[src/rtl/multicycle_control_fsm.sv]
// multicycle_control_fsm: multi-cycle MIPS32 control sequencer (FETCH/DECODE/EXEC/MEM/WB)
// Ports:
//   clk, reset_n        rising-edge clock, async active-low reset
//   start               leave IDLE and begin fetching
//   OpCode              instr[31:26], sampled in DECODE
//   mem_ready           shared memory finished the current access
//   PCWrite..PCSource   datapath controls (registered Moore decode of the state)
//   instr_done          one-cycle pulse when an instruction retires
//   retired             saturating count of retired instructions
//   illegal_op          sticky: undecodable opcode seen
//   mem_fault           sticky: mem_ready timed out
module multicycle_control_fsm #(
  parameter int OP_W = 6,
  parameter int WAIT_W = 4,
  parameter int MEM_TIMEOUT = 8,
  parameter int EN_JUMP = 1,
  parameter int CNT_W = 16
) (
  input  logic             clk,
  input  logic             reset_n,
  input  logic             start,
  input  logic [OP_W-1:0]  OpCode,
  input  logic             mem_ready,
  output logic             PCWrite,
  output logic             PCWriteCond,
  output logic             IorD,
  output logic             MemToRead,
  output logic             MemToWrite,
  output logic             IRWrite,
  output logic             MemToReg,
  output logic             RegDst,
  output logic             RegWrite,
  output logic             ALUSrcA,
  output logic [1:0]       ALUSrcB,
  output logic [2:0]       AluOp,
  output logic [1:0]       PCSource,
  output logic             instr_done,
  output logic [CNT_W-1:0] retired,
  output logic             illegal_op,
  output logic             mem_fault
);
  localparam logic [OP_W-1:0] OP_R    = OP_W'(6'h00);
  localparam logic [OP_W-1:0] OP_LW   = OP_W'(6'h23);
  localparam logic [OP_W-1:0] OP_SW   = OP_W'(6'h2b);
  localparam logic [OP_W-1:0] OP_ORI  = OP_W'(6'h0d);
  localparam logic [OP_W-1:0] OP_ANDI = OP_W'(6'h0c);
  localparam logic [OP_W-1:0] OP_ADDI = OP_W'(6'h08);
  localparam logic [OP_W-1:0] OP_SLTI = OP_W'(6'h0a);
  localparam logic [OP_W-1:0] OP_BEQ  = OP_W'(6'h04);
  localparam logic [OP_W-1:0] OP_J    = OP_W'(6'h02);

  typedef enum logic [3:0] {
    sIdle, sFetch, sDecode, sMaddr, sMrd, sMwb, sMwr,
    sREx, sRWb, sIEx, sIWb, sBr, sJmp, sFault
  } stateT;

  // fetch/memWr/done mark states whose strobes are qualified by mem_ready
  typedef struct packed {
    logic       pcWrite;
    logic       pcWriteCond;
    logic       iorD;
    logic       memRead;
    logic       memWrite;
    logic       memToReg;
    logic       regDst;
    logic       regWrite;
    logic       aluSrcA;
    logic [1:0] aluSrcB;
    logic [2:0] aluOp;
    logic [1:0] pcSource;
    logic       fetch;
    logic       memWr;
    logic       done;
  } ctrlT;

  stateT            state, nextState;
  logic [OP_W-1:0]  opQ;
  logic [WAIT_W-1:0] waitCnt;
  ctrlT             ctrlQ;
  logic             waiting, timeout;

  function automatic ctrlT decode(input stateT s, input logic [OP_W-1:0] op);
    ctrlT c;
    c = '0;
    case (s)
      sFetch:  begin c.memRead = 1'b1; c.aluSrcB = 2'b01; c.fetch = 1'b1; end
      sDecode: c.aluSrcB = 2'b11;
      sMaddr:  begin c.aluSrcA = 1'b1; c.aluSrcB = 2'b10; end
      sMrd:    begin c.memRead = 1'b1; c.iorD = 1'b1; end
      sMwb:    begin c.regWrite = 1'b1; c.memToReg = 1'b1; c.done = 1'b1; end
      sMwr:    begin c.memWrite = 1'b1; c.iorD = 1'b1; c.memWr = 1'b1; end
      sREx:    begin c.aluSrcA = 1'b1; c.aluOp = 3'b010; end
      sRWb:    begin c.regWrite = 1'b1; c.regDst = 1'b1; c.done = 1'b1; end
      sIEx: begin
        c.aluSrcA = 1'b1;
        c.aluSrcB = 2'b10;
        c.aluOp = op == OP_ORI ? 3'b011 : op == OP_ANDI ? 3'b101 : op == OP_SLTI ? 3'b100 : 3'b000;
      end
      sIWb:    begin c.regWrite = 1'b1; c.done = 1'b1; end
      sBr: begin
        c.aluSrcA = 1'b1;
        c.aluOp = 3'b001;
        c.pcWriteCond = 1'b1;
        c.pcSource = 2'b01;
        c.done = 1'b1;
      end
      sJmp:    begin c.pcWrite = 1'b1; c.pcSource = 2'b10; c.done = 1'b1; end
      default: c = '0;
    endcase
    return c;
  endfunction

  assign waiting = (state == sFetch || state == sMrd || state == sMwr) && !mem_ready;
  // A ready on the limit cycle is not "waiting", so it never faults
  assign timeout = waiting && MEM_TIMEOUT != 0 && waitCnt == WAIT_W'(MEM_TIMEOUT - 1);

  always_comb begin
    nextState = state;
    case (state)
      sIdle:   nextState = start ? sFetch : sIdle;
      sFetch:  nextState = mem_ready ? sDecode : sFetch;
      sDecode:
        nextState = OpCode == OP_R ? sREx :
                    (OpCode == OP_LW || OpCode == OP_SW) ? sMaddr :
                    (OpCode == OP_ORI || OpCode == OP_ANDI || OpCode == OP_ADDI || OpCode == OP_SLTI) ? sIEx :
                    OpCode == OP_BEQ ? sBr :
                    (OpCode == OP_J && EN_JUMP != 0) ? sJmp : sFault;
      sMaddr:  nextState = opQ == OP_LW ? sMrd : sMwr;
      sMrd:    nextState = mem_ready ? sMwb : sMrd;
      sMwr:    nextState = mem_ready ? sFetch : sMwr;
      sREx:    nextState = sRWb;
      sIEx:    nextState = sIWb;
      sMwb, sRWb, sIWb, sBr, sJmp: nextState = sFetch;
      default: nextState = state;
    endcase
    if (timeout) nextState = sFault;
  end

  always_ff @(posedge clk or negedge reset_n) begin
    if (!reset_n) begin
      state      <= sIdle;
      opQ        <= '0;
      waitCnt    <= '0;
      retired    <= '0;
      illegal_op <= 1'b0;
      mem_fault  <= 1'b0;
      ctrlQ      <= '0;
    end else begin
      state <= nextState;
      if (state == sDecode) opQ <= OpCode;
      waitCnt <= nextState != state ? '0 : (waiting && waitCnt != '1) ? waitCnt + 1'b1 : waitCnt;
      if (instr_done && retired != '1) retired <= retired + 1'b1;
      illegal_op <= illegal_op | (state == sDecode && nextState == sFault);
      mem_fault  <= mem_fault | timeout;
      // Outputs are registered from the upcoming state so they line up with it
      ctrlQ <= decode(nextState, state == sDecode ? OpCode : opQ);
    end
  end

  assign PCWrite     = ctrlQ.pcWrite | (ctrlQ.fetch & mem_ready);
  assign IRWrite     = ctrlQ.fetch & mem_ready;
  assign instr_done  = ctrlQ.done | (ctrlQ.memWr & mem_ready);
  assign PCWriteCond = ctrlQ.pcWriteCond;
  assign IorD        = ctrlQ.iorD;
  assign MemToRead   = ctrlQ.memRead;
  assign MemToWrite  = ctrlQ.memWrite;
  assign MemToReg    = ctrlQ.memToReg;
  assign RegDst      = ctrlQ.regDst;
  assign RegWrite    = ctrlQ.regWrite;
  assign ALUSrcA     = ctrlQ.aluSrcA;
  assign ALUSrcB     = ctrlQ.aluSrcB;
  assign AluOp       = ctrlQ.aluOp;
  assign PCSource    = ctrlQ.pcSource;
endmodule
[config.mk]
export PLATFORM = sky130hd
export DESIGN_NAME = multicycle_control_fsm
export DESIGN_NICKNAME = d
export VERILOG_FILES = /design/src/rtl/multicycle_control_fsm.sv
export SDC_FILE = /design/constraint.sdc
export NUM_CORES = 1
export LEC_CHECK = 0
export CAP_MARGIN = 40
export CORE_MARGIN = 1.5
export CORE_UTILIZATION = 40
export CTS_BUF_LIST = sky130_fd_sc_hd__clkbuf_8
export CTS_CLUSTER_SIZE = 14
export DETAILED_ROUTE_END_ITERATION = 8
export SYNTH_ARGS = -nofsm -noshare
export SYNTH_HDL_FRONTEND = slang
export SYNTH_SLANG_ARGS = --single-unit
[constraint.sdc]
create_clock -name clk -period 4.8 [get_ports clk]
set_clock_uncertainty 0.2 [all_clocks]
set_input_delay 0.96 -clock clk [delete_from_list [all_inputs] [get_ports clk]]
set_output_delay 0.96 -clock clk [all_outputs]
set_load 0.01 [all_outputs]
* Word-level counts from Yosys, hierarchy flattened
Cells that the tools add are included.
** Storage, ports and cells
- Flip-flop bits (word level) :: 50
- Latch bits :: 0
- RAM bits :: 0
- Bits in read-only memories :: 0
- Input port bits :: 10
- Output and inout port bits :: 36
- Memories kept :: 0
** Operators by class
- Add/sub/neg operators :: 2
- $mul :: 0
- Div/mod/pow operators :: 0
- $lt $le $gt $ge :: 0
- Equal/unequal tests :: 41
- Shift-type cells :: 0
- Mux-type cells :: 32
- Bitwise operators :: 6
- Reductions and logical operators :: 22
** Operators with widths (number)
- $eq A4 B4 Y1 const B :: 11
- $eq A6 B4 Y1 const B :: 7
- $eq A4 B3 Y1 const B :: 9
- $pmux W4 S9 :: 1
- $mux W4 :: 5
- $eq A6 B6 Y1 const B :: 3
- $mux W3 :: 6
- $add A16 B1 Y16 const B :: 1
- $eq A4 B2 Y1 const B :: 4
- $ne A16 B16 Y1 const B :: 1
- $mux W1 :: 14
- $reduce_or A5 Y1 :: 2
- $pmux W3 S3 :: 1
- $eq A4 B1 Y1 const B :: 2
- $eq A6 B2 Y1 const B :: 1
- $eq A6 B3 Y1 const B :: 1
- $logic_not A6 Y1 :: 1
- $logic_or A1 B1 Y1 :: 6
- $mux W6 :: 1
- $pmux W2 S3 :: 1
- $reduce_or A2 Y1 :: 3
- $logic_and A1 B1 Y1 :: 5
- $add A4 B1 Y4 const B :: 1
- $logic_not A4 Y1 :: 1
- 10 further kinds :: 15

* Depth between registers and ports, before layout
Gate-level depths: netlist (run 1).
- Depth in word-level cells :: 12
- Depth in mapped cells :: 9
- Gate-level depth less buffers :: 7

* Worst setup path after synthesis (run 1)
OpenSTA, ideal clock, no wires.
- Kind :: input -> register
- From :: in mem_ready
- To :: reg ctrlQ[0] (netlist name)
- Library setup time :: 0.131 ns
- Data arrival time :: 2.643 ns
- Data required time :: 4.469 ns
- Path slack :: 1.826 ns
- Stages :: 7
- Cells stage by stage :: buf_6 > or4b_4 > a211o_1 > and3_4 > nand3_2 > nor3b_1 > or3_1
** Between the ends
- Cells in the longest elaborated chain, start to end :: 7
- Elaborated cells between the ends (all ways) :: 15
- Classes of those cells :: eq/ne: 5; mux: 6; reduce/logical: 4
** Ends and longest elaborated chain
- start, declared :: line 23 : input logic mem_ready,
- branches (longest 3 deep; another with $pmux W4 S9)
- $mux W4 * :: line 136 : if (timeout) nextState = sFault;
- $eq A4 B4 Y1 or $eq A4 B3 Y1 (tied branches) :: line 85 : case (s)
- $reduce_or A5 Y1 (no line) *
- $mux W1 * :: line 85
- end signal, assigned :: line 156 : ctrlQ <= decode(nextState, state == sDecode ? OpCode : opQ);
- end, declared :: line 79 : ctrlT ctrlQ;
Every way passes the cells marked *.
A chain may end at the register's enable or synchronous reset.

* Worst setup path after layout (run 1)
- From :: in mem_ready
- To :: out PCWrite
** Between the ends
- Cells in the longest elaborated chain, start to end :: 2
** Ends and longest elaborated chain
- $and A1 B1 Y1 :: line 160 : assign PCWrite = ctrlQ.pcWrite | (ctrlQ.fetch & mem_ready);
- $or A1 B1 Y1 :: line 160
- end, declared :: line 24 : output logic PCWrite,
Every way passes these cells.

==> summary.json, run 1 <==
{
  "sta": {
    "rsz0062_at_grt": "no",
    "timing.setup.tns_ns": 0,
    "finalCritPeriodShare": 0.775,
    "timing.final.ws_setup_ns": 1.08,
    "period_needed_ns": 3.72,
    "worst_slew_margin_rel": 0.594,
    "worstMarginPinSlew_ns": 0.609,
    "timing.fmax_mhz": 269,
    "timing_max_transition_violations_final": 0,
    "hold_violations": 0,
    "hold_slack_ns": 0.276,
    "setup_viol": 0
  },
  "clocking": {
    "post_cts.repair.setup_buffers": 0,
    "clk_pin_slew_ns": 0.09,
    "ctsHoldBuffers": 0,
    "clkLatencyLatePin_ns": 0.31,
    "cts_tree": "built",
    "cts_root_buf": "sky130_fd_sc_hd__clkbuf_8",
    "cts_num_sinks": 49,
    "clock_tree.htree_level_count": 2,
    "tritoncts.num_buffers": 5,
    "ctsLongestPathBuffers": 2,
    "cts_resized": 0
  },
  "cells_and_area": {
    "synthToLayoutAreaGrowth_pct": 21.6,
    "fillerInstances": 595,
    "drive_gt1_frac": 0.102,
    "multi_input_comb_area_mm2": 0.00121,
    "nets": 306,
    "sequential_cell_area_mm2": 0.00123,
    "insertedDiodeCount": 0
  },
  "detailed_routing": {
    "detailedRoute.firstIterationViolations": 89,
    "detail_route.drc_violations": 0,
    "vias_per_cell": 5.34,
    "num_vias": 1988,
    "antenna_violating_nets_left": 0,
    "detail_route.wl_per_cell_um": 14.5,
    "detail_route.wirelength_mm": 5.39,
    "iteration_count_of_the_initial_detailed_routing_pass": 4
  },
  "floorplanning": {
    "start_util": 0.411,
    "fp.coreArea_mm2": 0.00628,
    "die-width_um": 83.3,
    "design.die.area_mm2": 0.00694,
    "die-height_um": 83.3,
    "top_level_ports": 46,
    "floorplan.rows": 29
  },
  "placement": {
    "hpwlAfterDp_mm": 4.02,
    "numPortBuffers": 45,
    "place_ws_ns": 1.06,
    "routabilityCongestion": 0.856
  },
  "synth": {
    "post_synth_inst_count": 255,
    "number_of_enable_flip_flop_cells_after_synthesis": 0,
    "yosys.area_share.simple": 0.244,
    "yosys_most_used_dff": "sky130_fd_sc_hd__dfrtp_1",
    "xor_xnor_share_of_the_synthesized_area": 0.0543,
    "syn-cell-area_mm2": 0.00258,
    "postSynthRegisterBits": 49,
    "sequential_cell_area_fraction_in_the_yosys_report": 0.475,
    "synth-async-reset-ratio": 1.00,
    "synthAdderAreaFrac": 0.00970,
    "synth.net_count": 267,
    "synth.distinct_cells": 61,
    "postSynthAreaPerCell_um2": 10.1,
    "synth_compound_gate_area_share": 0.148,
    "synth_warnings": 0,
    "largest_family_of_logic_cells_by_synthesized_area": "simple AND/OR/NAND/NOR gates",
    "synth_mux_area_frac": 0.0121
  },
  "setup_path": {
    "worst_r2r_startpoint": "state[0]$_DFF_PN0_",
    "setup.worst_path.start_class": "input port",
    "timing.critical_path.fanout_max": 10,
    "startpoint": "mem_ready",
    "type_of_destination_of_the_critical_path": "output pin",
    "reg2reg_slack_ns": 1.98,
    "critPathKind": "input port to output pin",
    "regToRegEndpoint": "waitCnt[3]$_DFFE_PN0P_",
    "crit_path_end": "PCWrite",
    "worstPathRequired_ns": 3.64,
    "timing.reg2reg.worst_path_depth": 5,
    "cp.arrival_ns": 2.56
  },
  "pwr": {
    "clock_share_of_power": 0.163,
    "power.switching_mw": 0.645,
    "cell_area_power_density_mw_per_mm2": 507,
    "irDropWorstVdd_uv": 236,
    "power.share.switching": 0.405,
    "pwr-share-seq": 0.402,
    "pwr-share-comb": 0.434,
    "p_leak_nw": 1.31,
    "internal_power_mw": 0.946
  },
  "outcome": {
    "result_of_the_run": "complete, no violations"
  },
  "global_route": {
    "largest_net_degree_at_the_start_of_global_routing": 31,
    "grt_use_total": 0.167,
    "antenna_violations_before_repair": 0,
    "first_global_vias": 1955,
    "grt.overflow.total": 0,
    "grt_pass1_wl_mm": 9.39
  },
  "min_path": {
    "min-delay-path-class": "flip-flop to flip-flop"
  },
  "run": {
    "cap_violations": 0
  }
}
power by group through the flow:
stage	clock, mW	combinational, mW	sequential, mW
detailed placement	0	0.695	0.649
finish	0.260	0.691	0.640
global placement	0	0.690	0.648
global route	0.288	0.766	0.662
floorplan	0	0.516	0.601
CTS	0.269	0.697	0.641
state kept, by name, indices dropped and copies added, names as in the netlist, 2 cells and up:
signal	flops
state	4
ALUSrcB	2
opQ	6
retired	16
waitCnt	4
AluOp	3
ctrlQ	4
synthesized netlist by cell type, types with 3 or more instances:
cell	number	share of area
sky130_fd_sc_hd__nor2_1	13	0.019
sky130_fd_sc_hd__dfrtp_1	49	0.48
sky130_fd_sc_hd__nand3b_1	3	0.0087
sky130_fd_sc_hd__a211oi_1	6	0.017
sky130_fd_sc_hd__xor2_1	5	0.017
sky130_fd_sc_hd__xnor2_1	11	0.037
sky130_fd_sc_hd__nor3_1	11	0.021
sky130_fd_sc_hd__nand4_1	6	0.015
sky130_fd_sc_hd__and3_1	5	0.012
sky130_fd_sc_hd__inv_1	11	0.016
sky130_fd_sc_hd__nand2b_1	5	0.012
sky130_fd_sc_hd__nand3_1	12	0.023
sky130_fd_sc_hd__nand2_1	34	0.049
sky130_fd_sc_hd__buf_4	8	0.023
sky130_fd_sc_hd__a21oi_1	7	0.014
sky130_fd_sc_hd__o21ai_0	5	0.0097
metal layers:
layer | track usage | vias to the layer above | wire length [um]
met3 | 0.0298 | 6 | 238
li1 | - | 983 | -
met4 | 0.0682 | 0 | 68
met2 | 0.276 | 52 | 2660
met5 | 0 | - | 0
met1 | 0.218 | 947 | 2430
critical path, stage by stage:
cell and delay, ns:
sky130_fd_sc_hd__clkdlybuf4s50_1 0.59, sky130_fd_sc_hd__and2_1 0.25, sky130_fd_sc_hd__or2_2 0.27, sky130_fd_sc_hd__clkdlybuf4s50_1 0.48
area by class of cell:
cell class | count | share of cell area
Inverter | 12 | 0.0144
Clock buffer | 6 | 0.0263
Multi-Input combinational cell | 180 | 0.385
Timing Repair Buffer | 46 | 0.148
Tap cell | 77 | 0.0307
Clock inverter | 2 | 0.00439
Sequential cell | 49 | 0.391
worst min-delay path by stage:
stage	start	to	slack, ns	cells past startpoint
floorplan	opQ[5]$_DFF_PN0_	opQ[5]$_DFF_PN0_	0.25	2
global placement	mem_fault$_DFF_PN0_	mem_fault$_DFF_PN0_	0.25	1
detailed placement	mem_fault$_DFF_PN0_	mem_fault$_DFF_PN0_	0.25	1
CTS	mem_fault$_DFF_PN0_	mem_fault$_DFF_PN0_	0.28	1
global route	mem_fault$_DFF_PN0_	mem_fault$_DFF_PN0_	0.31	1
finish	mem_fault$_DFF_PN0_	mem_fault$_DFF_PN0_	0.28	1
cells by family (layout without fill, tap and decap cells):
family,count (synthesis),in the layout
compound gates,46,46
xor+xnor,16,16
fa+ha+maj,2,2
buf+inv,26,66
flops,49,49
mux,3,3
simple gates,113,113
through the flow:
step	utilization	instances	total power, mW	cell area (um^2)
2_1_floorplan	-	255	1.12	2580
3_3_place_gp	0.481	363	1.34	3020
3_5_place_dp	0.484	364	1.34	3040
4_1_cts	0.500	372	1.61	3140
5_1_grt	0.500	372	1.72	3140
6_report	0.500	372	1.59	3140
layout by cell type, fill, tap and decap left out, types with 3 or more instances in the layout:
cell type                         count
sky130_fd_sc_hd__xor2_1               5
sky130_fd_sc_hd__nand4_1              6
sky130_fd_sc_hd__nand3b_1             3
sky130_fd_sc_hd__nand2b_1             5
sky130_fd_sc_hd__dfrtp_1             49
sky130_fd_sc_hd__nor3_1              11
sky130_fd_sc_hd__clkdlybuf4s50_1     44
sky130_fd_sc_hd__o21ai_0              5
sky130_fd_sc_hd__clkbuf_8             6
sky130_fd_sc_hd__inv_1               11
sky130_fd_sc_hd__xnor2_1             11
sky130_fd_sc_hd__nand2_1             34
sky130_fd_sc_hd__a21oi_1              7
sky130_fd_sc_hd__nor2_1              13
sky130_fd_sc_hd__a211oi_1             6
sky130_fd_sc_hd__and3_1               5
sky130_fd_sc_hd__nand3_1             12
No activity file was read; power rests on OpenSTA's default activity.
==> run 2: changes to the inputs <==
- clock period: 4.8 -> 3.86 ns (I/O delays scaled with it)
==> summary.json, run 2 (synthesis gave the netlist of run 1 again) <==
{
  "outcome": {
    "result_of_the_run": "complete, no violations"
  },
  "detailed_routing": {
    "detail_route.wl_per_cell_um": 14.3,
    "detailedRoute.firstIterationViolations": 107,
    "iteration_count_of_the_initial_detailed_routing_pass": 4,
    "detail_route.drc_violations": 0,
    "antenna_violating_nets_left": 0,
    "detail_route.wirelength_mm": 5.33,
    "num_vias": 1990,
    "vias_per_cell": 5.34
  },
  "pwr": {
    "p_leak_nw": 1.32,
    "cell_area_power_density_mw_per_mm2": 650,
    "irDropWorstVdd_uv": 302,
    "power.switching_mw": 0.805,
    "pwr-share-comb": 0.422,
    "pwr-share-seq": 0.388,
    "power.share.switching": 0.393,
    "post-layout-total-power_mw": 2.05,
    "internal_power_mw": 1.24,
    "clock_share_of_power": 0.190
  },
  "cells_and_area": {
    "highest_count_cells_in_the_layout_ignoring_fill_and_taps": "49 x sky130_fd_sc_hd__dfrtp_1, 44 x sky130_fd_sc_hd__clkdlybuf4s50_1, 34 x sky130_fd_sc_hd__nand2_1",
    "nets": 307,
    "synthToLayoutAreaGrowth_pct": 22.4,
    "largest_reg_flops": 16,
    "final_common_cell": "sky130_fd_sc_hd__dfrtp_1",
    "final_cell_count_no_fill": 373,
    "insertedDiodeCount": 0,
    "registers.top_by_ff_count": "retired",
    "fillerInstances": 584,
    "drive_gt1_frac": 0.105,
    "reg_top3": "retired x16, opQ x6"
  },
  "sta": {
    "timing.setup.tns_ns": 0,
    "period_needed_ns": 3.33,
    "timing_max_transition_violations_final": 0,
    "worstMarginPinSlew_ns": 0.747,
    "finalCritPeriodShare": 0.864,
    "timing.final.ws_setup_ns": 0.526,
    "rsz0062_at_grt": "no",
    "setup_viol": 0,
    "timing.fmax_mhz": 300,
    "hold_slack_ns": 0.273,
    "worst_slew_margin_rel": 0.502,
    "hold_violations": 0
  },
  "global_route": {
    "grt_util_met1": 0.219,
    "largest_net_degree_at_the_start_of_global_routing": 33,
    "grt_pass1_wl_mm": 9.23,
    "first_global_vias": 1920,
    "globalRouteMet2Util": 0.268,
    "global_route.peak_usage_layer": "met2",
    "antenna_violations_before_repair": 0,
    "groute.layer.met3.usage": 0.0378,
    "grt_use_total": 0.164,
    "grt.overflow.total": 0
  },
  "clocking": {
    "cts_resized": 0,
    "clkLatencyLatePin_ns": 0.30,
    "ctsHoldBuffers": 0,
    "cts_tree": "built",
    "clock_tree.htree_level_count": 2,
    "post_cts.repair.setup_buffers": 0,
    "tritoncts.num_buffers": 5,
    "cts_root_buf": "sky130_fd_sc_hd__clkbuf_8",
    "clk_pin_slew_ns": 0.09,
    "ctsLongestPathBuffers": 2,
    "cts_num_sinks": 49
  },
  "run": {
    "cap_violations": 0
  },
  "placement": {
    "hpwlAfterDp_mm": 3.95,
    "post-place-cells": 365,
    "routabilityCongestion": 0.874,
    "numPortBuffers": 45,
    "place_ws_ns": 0.313
  },
  "floorplanning": {
    "die-width_um": 83.3,
    "start_util": 0.411,
    "floorplan.rows": 29,
    "fp.coreArea_mm2": 0.00628,
    "top_level_ports": 46,
    "design.die.area_mm2": 0.00694,
    "die-height_um": 83.3
  },
  "min_path": {
    "min-delay-path-class": "flip-flop to flip-flop",
    "timing.hold.worst.start": "mem_fault$_DFF_PN0_"
  },
  "setup_path": {
    "setup.worst_path.start_class": "input port",
    "critPathKind": "input port to output pin",
    "type_of_destination_of_the_critical_path": "output pin",
    "cp.arrival_ns": 2.36,
    "worstPathRequired_ns": 2.89,
    "worst_r2r_startpoint": "state[0]$_DFF_PN0_",
    "timing.critical_path.fanout_max": 10,
    "startpoint": "mem_ready"
  }
}
## run 2: cell count changes in the layout (fill, tap and decap cells not counted), sizes merged
cell      delta
buf          +1
clkinvlp     +1
clkinv       -2
bufinv       +1
## run 2: path summary, 6_finish.rpt
check	to	slack [ns]	cells after the start
worst max register to register	waitCnt[2]$_DFFE_PN0P_	1.05	5
max in group asynchronous	AluOp[0]$_DFF_PN0_	2.42	2
worst min register to register	mem_fault$_DFF_PN0_	0.27	1
worst max-delay path	PCWrite	0.53	4
min in group asynchronous	retired[10]$_DFFE_PN0P_	0.33	1
worst min-delay path	mem_fault$_DFF_PN0_	0.27	1
## run 2: cell type report
class                      instances  area [um^2]  share of cell area
timing repair buffer              47          460               0.146
clock buffer                       6         82.6              0.0262
sequential                        49         1230               0.389
inverter                          12         45.0              0.0143
tap                               77         96.3              0.0305
clock inverter                     2         37.5              0.0119
multi-input combinational        180         1210               0.383
## run 2: metrics by stage
step                      instance area [um^2]   util
final                                     3160  0.503
after global routing                      3160  0.503
after CTS                                 3160  0.503
after detailed placement                  3040  0.484
after global placement                    3040  0.484
after floorplan                           2580      -
## run 2: worst max-delay path, cell delays in order
cell	delay, ns
sky130_fd_sc_hd__clkdlybuf4s50_1	0.60
sky130_fd_sc_hd__and2_1	0.25
sky130_fd_sc_hd__or2_2	0.27
sky130_fd_sc_hd__clkdlybuf4s50_1	0.48
## run 2: layer usage
layer,wire length [um],up-vias
met4,72,0
met1,2450,940
met5,0,-
li1,-,991
met3,238,7
met2,2560,52
## run 2: power groups by stage
| stage | Clock, mW | Combinational, mW | Sequential [mW] |
|---|---|---|---|
| 4_1_cts | 0.399 | 0.871 | 0.796 |
| 2_1_floorplan | 0 | 0.642 | 0.747 |
| 6_report | 0.388 | 0.866 | 0.796 |
| 5_1_grt | 0.423 | 0.956 | 0.822 |
| 3_5_place_dp | 0 | 0.869 | 0.806 |
| 3_3_place_gp | 0 | 0.864 | 0.804 |
